`config.mk`:
```
export PLATFORM = sky130hd
export DESIGN_NAME = pll_lock_sequencer
export DESIGN_NICKNAME = d
export VERILOG_FILES = /design/src/rtl/pll_lock_sequencer.sv
export SDC_FILE = /design/constraint.sdc
export NUM_CORES = 1
export LEC_CHECK = 0
export BUFFER_PORTS_ARGS = -buffer_cell sky130_fd_sc_hd__clkbuf_2
export CAP_MARGIN = 20
export CORE_UTILIZATION = 50
export CTS_CLUSTER_SIZE = 30
export DETAILED_ROUTE_END_ITERATION = 10
export GPL_TIMING_DRIVEN = 0
export PLACE_DENSITY = 0.67
export SYNTH_ARGS = -nofsm -noshare
export SYNTH_HDL_FRONTEND = slang
export SYNTH_SLANG_ARGS = --single-unit
export TNS_END_PERCENT = 20
```
`constraint.sdc`:
```
create_clock -name i_clk -period 3.1 [get_ports i_clk]
set_input_delay 0.155 -clock i_clk [delete_from_list [all_inputs] [get_ports i_clk]]
set_output_delay 0.155 -clock i_clk [all_outputs]
set_load 0.02 [all_outputs]
```
`src/rtl/pll_lock_sequencer.sv`:
```
// PLL power-up sequencer: drives areset, qualifies synchronized lock, retries on timeout.
// Optional saturating lock-loss counter enabled by defining PLL_SEQ_LOSS_COUNT_EN.
//
// state       | meaning
// S_RESET     | PLL areset held high for RST_CYCLES
// S_WAIT_LOCK | areset released, waiting for STABLE_CYCLES of continuous lock
// S_READY     | lock qualified, downstream released
// S_FAIL      | retries exhausted, areset held high until restart
module pll_lock_sequencer #(
  parameter int RST_CYCLES    = 16,
  parameter int STABLE_CYCLES = 1024,
  parameter int LOCK_TIMEOUT  = 100000,
  parameter int MAX_RETRIES   = 3
) (
  input  logic       i_clk,
  input  logic       i_rst_n,
  input  logic       i_locked,
  input  logic       i_restart,
  output logic       o_pll_rst,
  output logic       o_ready,
  output logic       o_fail,
  output logic [1:0] o_state,
  output logic [3:0] o_retries,
  output logic [7:0] o_loss_cnt
);

  localparam int RST_W = (RST_CYCLES > 1) ? $clog2(RST_CYCLES) : 1;
  localparam int TMO_W = $clog2(LOCK_TIMEOUT);
  localparam int STB_W = $clog2(STABLE_CYCLES + 1);
  localparam logic [RST_W-1:0] RST_LOAD  = RST_W'(RST_CYCLES - 1);
  localparam logic [TMO_W-1:0] TMO_LOAD  = TMO_W'(LOCK_TIMEOUT - 1);
  localparam logic [STB_W-1:0] STB_LAST  = STB_W'(STABLE_CYCLES - 1);
  localparam logic [3:0]       RETRY_MAX = 4'(MAX_RETRIES);

  typedef enum logic [1:0] {
    S_RESET     = 2'd0,
    S_WAIT_LOCK = 2'd1,
    S_READY     = 2'd2,
    S_FAIL      = 2'd3
  } state_t;

  state_t             state_q, state_d;
  logic               lock_meta_q, lock_meta_d;
  logic               lock_s_q, lock_s_d;
  logic [RST_W-1:0]   rst_cnt_q, rst_cnt_d;
  logic [TMO_W-1:0]   tmo_cnt_q, tmo_cnt_d;
  logic [STB_W-1:0]   stb_cnt_q, stb_cnt_d;
  logic [3:0]         retries_q, retries_d;
  logic               pll_rst_q, pll_rst_d;
  logic               ready_q, ready_d;
  logic               fail_q, fail_d;

  always_comb begin
    lock_meta_d = i_locked;
    lock_s_d    = lock_meta_q;
    state_d     = state_q;
    rst_cnt_d   = rst_cnt_q;
    tmo_cnt_d   = tmo_cnt_q;
    stb_cnt_d   = stb_cnt_q;
    retries_d   = retries_q;
    if (i_restart) begin
      state_d   = S_RESET;
      rst_cnt_d = RST_LOAD;
      retries_d = '0;
    end else begin
      case (state_q)
        S_RESET: begin
          if (rst_cnt_q == '0) begin
            state_d   = S_WAIT_LOCK;
            tmo_cnt_d = TMO_LOAD;
            stb_cnt_d = '0;
          end else begin
            rst_cnt_d = rst_cnt_q - RST_W'(1);
          end
        end
        S_WAIT_LOCK: begin
          stb_cnt_d = lock_s_q ? stb_cnt_q + STB_W'(1) : '0;
          if (tmo_cnt_q != '0) tmo_cnt_d = tmo_cnt_q - TMO_W'(1);
          // qualification takes precedence over a coincident timeout
          if (lock_s_q && (stb_cnt_q == STB_LAST)) begin
            state_d   = S_READY;
            retries_d = '0;
          end else if (tmo_cnt_q == '0) begin
            if (retries_q < RETRY_MAX) begin
              state_d   = S_RESET;
              rst_cnt_d = RST_LOAD;
              retries_d = retries_q + 4'd1;
            end else begin
              state_d = S_FAIL;
            end
          end
        end
        S_READY: begin
          if (!lock_s_q) begin
            state_d   = S_RESET;
            rst_cnt_d = RST_LOAD;
          end
        end
        S_FAIL: ;
        default: state_d = S_RESET;
      endcase
    end
    pll_rst_d = (state_d == S_RESET) || (state_d == S_FAIL);
    ready_d   = (state_d == S_READY);
    fail_d    = (state_d == S_FAIL);
  end

  always_ff @(posedge i_clk or negedge i_rst_n) begin
    if (!i_rst_n) begin
      state_q     <= S_RESET;
      lock_meta_q <= 1'b0;
      lock_s_q    <= 1'b0;
      rst_cnt_q   <= RST_LOAD;
      tmo_cnt_q   <= '0;
      stb_cnt_q   <= '0;
      retries_q   <= '0;
      pll_rst_q   <= 1'b1;
      ready_q     <= 1'b0;
      fail_q      <= 1'b0;
    end else begin
      state_q     <= state_d;
      lock_meta_q <= lock_meta_d;
      lock_s_q    <= lock_s_d;
      rst_cnt_q   <= rst_cnt_d;
      tmo_cnt_q   <= tmo_cnt_d;
      stb_cnt_q   <= stb_cnt_d;
      retries_q   <= retries_d;
      pll_rst_q   <= pll_rst_d;
      ready_q     <= ready_d;
      fail_q      <= fail_d;
    end
  end

  assign o_pll_rst = pll_rst_q;
  assign o_ready   = ready_q;
  assign o_fail    = fail_q;
  assign o_state   = state_q;
  assign o_retries = retries_q;

`ifdef PLL_SEQ_LOSS_COUNT_EN
  logic       loss_evt;
  logic [7:0] loss_cnt_q, loss_cnt_d;

  always_comb begin
    loss_evt   = !i_restart && (state_q == S_READY) && !lock_s_q;
    loss_cnt_d = loss_cnt_q;
    if (loss_evt && (loss_cnt_q != 8'hFF)) loss_cnt_d = loss_cnt_q + 8'd1;
  end

  always_ff @(posedge i_clk or negedge i_rst_n) begin
    if (!i_rst_n) loss_cnt_q <= 8'd0;
    else          loss_cnt_q <= loss_cnt_d;
  end

  assign o_loss_cnt = loss_cnt_q;
`else
  assign o_loss_cnt = 8'd0;
`endif

endmodule

```
---- Yosys cells after proc, flatten, opt, wreduce, memory -nomap -nowiden ----
Cells that the tools add are included.
storage, ports and cells
  logic and storage cells ................. 69
  input port bits ......................... 4
  register bits after elaboration ......... 43
  output and inout port bits .............. 17
operators by class
  bitwise gates (word level) .............. 1
  $lt $le $gt $ge ......................... 1
  eq/ne operators ......................... 12
  multiplexer cells ....................... 25
  reduce and logical (&&, ||, !) cells .... 16
  add/sub/neg operators ................... 4
operator list
  operator                                                    number
  2-to-1 mux 4 bit                                            11
  2-to-1 mux 17 bit                                           2
  case mux 17 bit (2 select lines)                            1
  2-to-1 mux 11 bit                                           2
  case mux 11 bit (2 select lines)                            1
  zero test 17 bit                                            1
  nonzero test 17 bit                                         1
  subtractor 17 x 1 -> 17 bit, second input constant          1
  inequality test 3 bit, second input constant                5
  2-to-1 mux 2 bit                                            6
  case mux 4 bit (3 select lines)                             1
  adder 11 x 1 -> 11 bit, second input constant               1
  equality test 11 x 10 -> 1 bit, second input constant       1
  equality test 2 bit, second input constant                  3
  case mux 2 bit (3 select lines)                             1
  AND reduction 3 bit                                         2
  AND reduction 6 bit                                         1
  nonzero test 3 bit                                          2
  adder 4 x 1 -> 4 bit, second input constant                 1
  zero test 2 bit                                             2
  zero test 4 bit                                             1
  less-than comparator 4 x 2 -> 1 bit, second input constant  1
  inequality test 2 bit, second input constant                2
  AND reduction 4 bit                                         1
  7 further kinds                                             8

---- Logic depth before layout (Yosys ltp) ----
  word-level depth ........................ 8
  mapped depth ............................ 9
  gate-level depth less buffers ........... 7

---- Least setup slack after synthesis ----
Ideal clock, no wire load.
  path type ............................... register -> register
  from .................................... register state_q[1], in the netlist o_state[1]
  to ...................................... register tmo_cnt_q[11]
  path slack .............................. 793 ps
  clock period less this slack ............ 2307 ps
  data required time ...................... 2981 ps
  data arrival time ....................... 2188 ps
  library setup time ...................... 119 ps
  buffers on the path ..................... 1
  cell stages (with the launch flop) ...... 9
  cells stage by stage .................... dfrtp_1 inv_1 ha_1 clkbuf_1 nand2b_1 a2111oi_4 o31ai_4 o31a_1 o21a_1
on the way
  word-level cells in the longest chain between the ends .. 3
  elaborated cells on any way between the ends .. 7
  classes of those cells .................. 3 x eq/ne; 1 x mux; 3 x reduce/logical
RTL lines
  what                                                                   line  text
  start: declaration                                                     42    state_t state_q, state_d;
  start signal: assignment                                               121   state_q <= state_d;
  equality test 2 x 1 -> 1 bit or zero test 2 bit (tied branches)        66    case (state_q)
  inequality test 2 bit (no line) or nonzero test 2 bit (tied branches)  n/a
  AND reduction 4 bit (no line)                                          n/a
  end signal: assignment                                                 125   tmo_cnt_q <= tmo_cnt_d;
  end: declaration                                                       46    logic [TMO_W-1:0] tmo_cnt_q, tmo_cnt_d;
Parallel ways exist; a longest one is shown, timed or not.
A chain may end at the register's enable or synchronous reset.

---- Worst setup path after layout ----
  from .................................... register state_q[1], in the netlist o_state[1]
  to ...................................... register tmo_cnt_q[14]
The elaborated chain is that of the path after synthesis.

==> run_results.csv <==
group,metric,value,unit
status,status,"finished clean",
critical_path,crit_required,3.29,ns
sta,setup_viol,0,
clock_network,cts-buffers-inserted,5,
sta,skew,0.00625,ns
route,avgRoutedWirePerCell,15.0,um
route,drc,0,
global_routing,overflow,0,
cells_and_area,final_nets,313,
route,drt-total-wl,5590,um
sta,fin_crit_sh,0.855,
place,post-dp-hpwl,4080,um
cells_and_area,diodes,0,
sta,tns,0,ns
cells_and_area,drive_above_1_share,0.166,
synth,synthFlopType,"dfrtp_1",
power,leakage,1.24,nW
synth,avgSynthCellArea,9.68,sq um
sta,tightest_slew,0.732,ns
global_routing,grt_pass1_vias,2076,
synth,ys_ff_latch,43,
synth,ys_async_sr_fraction,1.00,
floorplanning,start_util,0.517,
critical_path,crit_arrival,2.84,ns
critical_path,worst_setup_path_end_kind,"register",
global_routing,track_usage,0.229,
floorplanning,die_w,74.7,um
place,io_buffers,11,
global_routing,grt_pass1_wl,9760,um
min_path,hold_path.class,"reg2reg",
power,powerDensity,360,nW/um^2
place,gp_congestion,0.792,
floorplanning,std_cell_rows,26,
route,viasPerCell,5.92,
sta,hold_viol,0,
clock_network,cts.clk_slew.worst_paths,0.08,ns
power,ir_worst_vdd,0.233,mV
synth,yosys-top-cells-area,"dfrtp_1 36%, dfstp_2 5.0%, nand2_1 4.3%, ha_1 3.8%, o21ai_0 3.0%",
place,placed_area,2830,sq um
synth,syn-cell-area,2640,sq um
global_routing,antenna_found_initial,0,
clock_network,root_buffer,"clkbuf_8",
critical_path,cp_slowest_stage_delay,0.44,ns
route,drt_iter0_drc,138,
power,power.total,1.06,mW
clock_network,cts_tree,"yes",
synth,synth_cell_types,60,
clock_network,cts.sinks,43,
cells_and_area,stdcell_area,2950,sq um
critical_path,path_cells,"inv_1, ha_1, clkbuf_1, nand2b_1, a21oi_1, clkbuf_1, nand2_1, o211ai_1, nand2_1",
synth,synth.top_cells.by_count,"38 x dfrtp_1, 30 x nand2_1, 16 x o21ai_0, 14 x a21oi_1, 13 x inv_1",
global_routing,grt_max_degree,25,
route,detail-route-antenna-nets,0,
sta,max_freq,377,MHz
critical_path,worst-setup-path-type,"reg2reg",
critical_path,worstPathMaxFanout,10,
sta,final-max-slew-violation-count,0,
critical_path,rrSetupSlack,0.45,ns
synth,synth_edf_count,0,
synth,synth-seq-area-share,0.410,
clock_network,clock_latency,0.30,ns
floorplanning,die_h,74.7,um
sta,period_minus_slack,2.65,ns
synth,synth_most_common_cell,"dfrtp_1",
clock_network,htreeDepth,2,
floorplanning,core_area,5110,sq um
synth,synth_area_leader_cell,"dfrtp_1",
sta,maxSlewHeadroom,0.508,
synth,synth_top_area_share,0.360,
run,drv_cap,0,
synth,syn_inst,273,
critical_path,slowest_stage,"dfrtp_1",
cells_and_area,area_growth_syn_to_layout,11.7,%
route,firstDrtPassIters,4,
cells_and_area,nFillCells,474,
sta,rsz0062_at_grt,"no",
critical_path,startpoint_type,"register",
route,vias,2204,
floorplanning,io_pins,21,
floorplanning,die_area,5580,sq um
synth,ys_warn_count,0,
clock_network,post_cts_resized,0,
clock_network,cts_buffer_depth,2,
==> worst max-delay path, delay by kind of cell, from the launching register on <==
family,cells,cell delay (ns)
flops,1,0.44
compound gates,2,0.49
fa+ha+maj,1,0.15
buf+inv,3,0.89
simple gates,3,0.58
==> sequential cells by signal, indices dropped and copies added, names as in the netlist <==
register     cells
lock_meta_q      1
stb_cnt_q       11
o_pll_rst        1
rst_cnt_q        4
o_ready          1
tmo_cnt_q       17
lock_s_q         1
o_state          2
o_retries        4
o_fail           1
==> kinds of logic after synthesis <==
family          count (synthesis)  share of synthesized area
buf+inv                        29                     0.0554
simple gates                  103                      0.232
compound gates                 85                      0.250
xor+xnor                        2                    0.00663
mux                             2                    0.00758
flops                          43                      0.410
fa+ha+maj                       8                     0.0379
other cells                     1                    0.00142
==> cell type report <==
cell class                      count  area, sq um  area share
Sequential cell                    43         1080       0.367
Tap cell                           70         87.6      0.0297
Timing Repair Buffer               14         95.1      0.0322
Multi-Input combinational cell    208         1440       0.488
Clock buffer                        8          100      0.0339
Inverter                           13         48.8      0.0165
Buffer                             16         97.6      0.0331
==> cell usage in the layout (no fill, tap or decap), types with 8 or more instances in the layout <==
cell type  Yosys  layout
a21oi_1       14      14
buf_4          8       8
clkbuf_1       7       8
clkbuf_2       0      11
conb_1         1       8
dfrtp_1       38      38
ha_1           8       8
inv_1         13      13
nand2_1       30      30
nor2_1        11      11
nor3_1         9       9
o21ai_0       16      16
==> what timing repair did <==
item | in CTS | in global routing
hold endpoints to repair | 19 | 0
hold buffers | 2 | 0
buffers inserted | 0 | 0
==> path summary, 6_finish.rpt <==
path	startpoint	to	cells after the start
setup / recovery	o_state[1]	tmo_cnt_q[14]	9
hold reg to reg	lock_meta_q	lock_s_q	0
setup reg to reg	o_state[1]	tmo_cnt_q[14]	9
min in group asynchronous	i_rst_n	tmo_cnt_q[1]	2
max in group asynchronous	i_rst_n	o_pll_rst	3
hold / removal	lock_meta_q	lock_s_q	0
==> routing by layer <==
layer / track usage / vias up / routed length (um)
met3: 0.0442 / 5 / 184
met4: 0.0566 / 0 / 66
met2: 0.369 / 44 / 2590
met5: 0 / - / 0
li1: - / 1069 / -
met1: 0.319 / 1086 / 2750
==> report_power, final <==
part           switching, mW  internal (mW)  total (mW)  leakage (nW)
clock network          0.194          0.204       0.398        0.0515
logic                 0.0448         0.0305      0.0752         0.649
registers             0.0147          0.575       0.590         0.537
total                  0.254          0.809        1.06          1.24
==> through the flow <==
step / worst slack, ns / util / hold WS, ns / std cells
3_3_place_gp: 0.471 / 0.550 / 0.263 / 361
2_1_floorplan: 0.793 / - / -0.141 / 280
3_5_place_dp: 0.446 / 0.554 / 0.158 / 362
6_report: 0.448 / 0.578 / 0.357 / 372
4_1_cts: 0.426 / 0.578 / 0.365 / 372
5_1_grt: 0.204 / 0.578 / 0.367 / 372
Note: power is estimated with default switching activity, not from simulation.
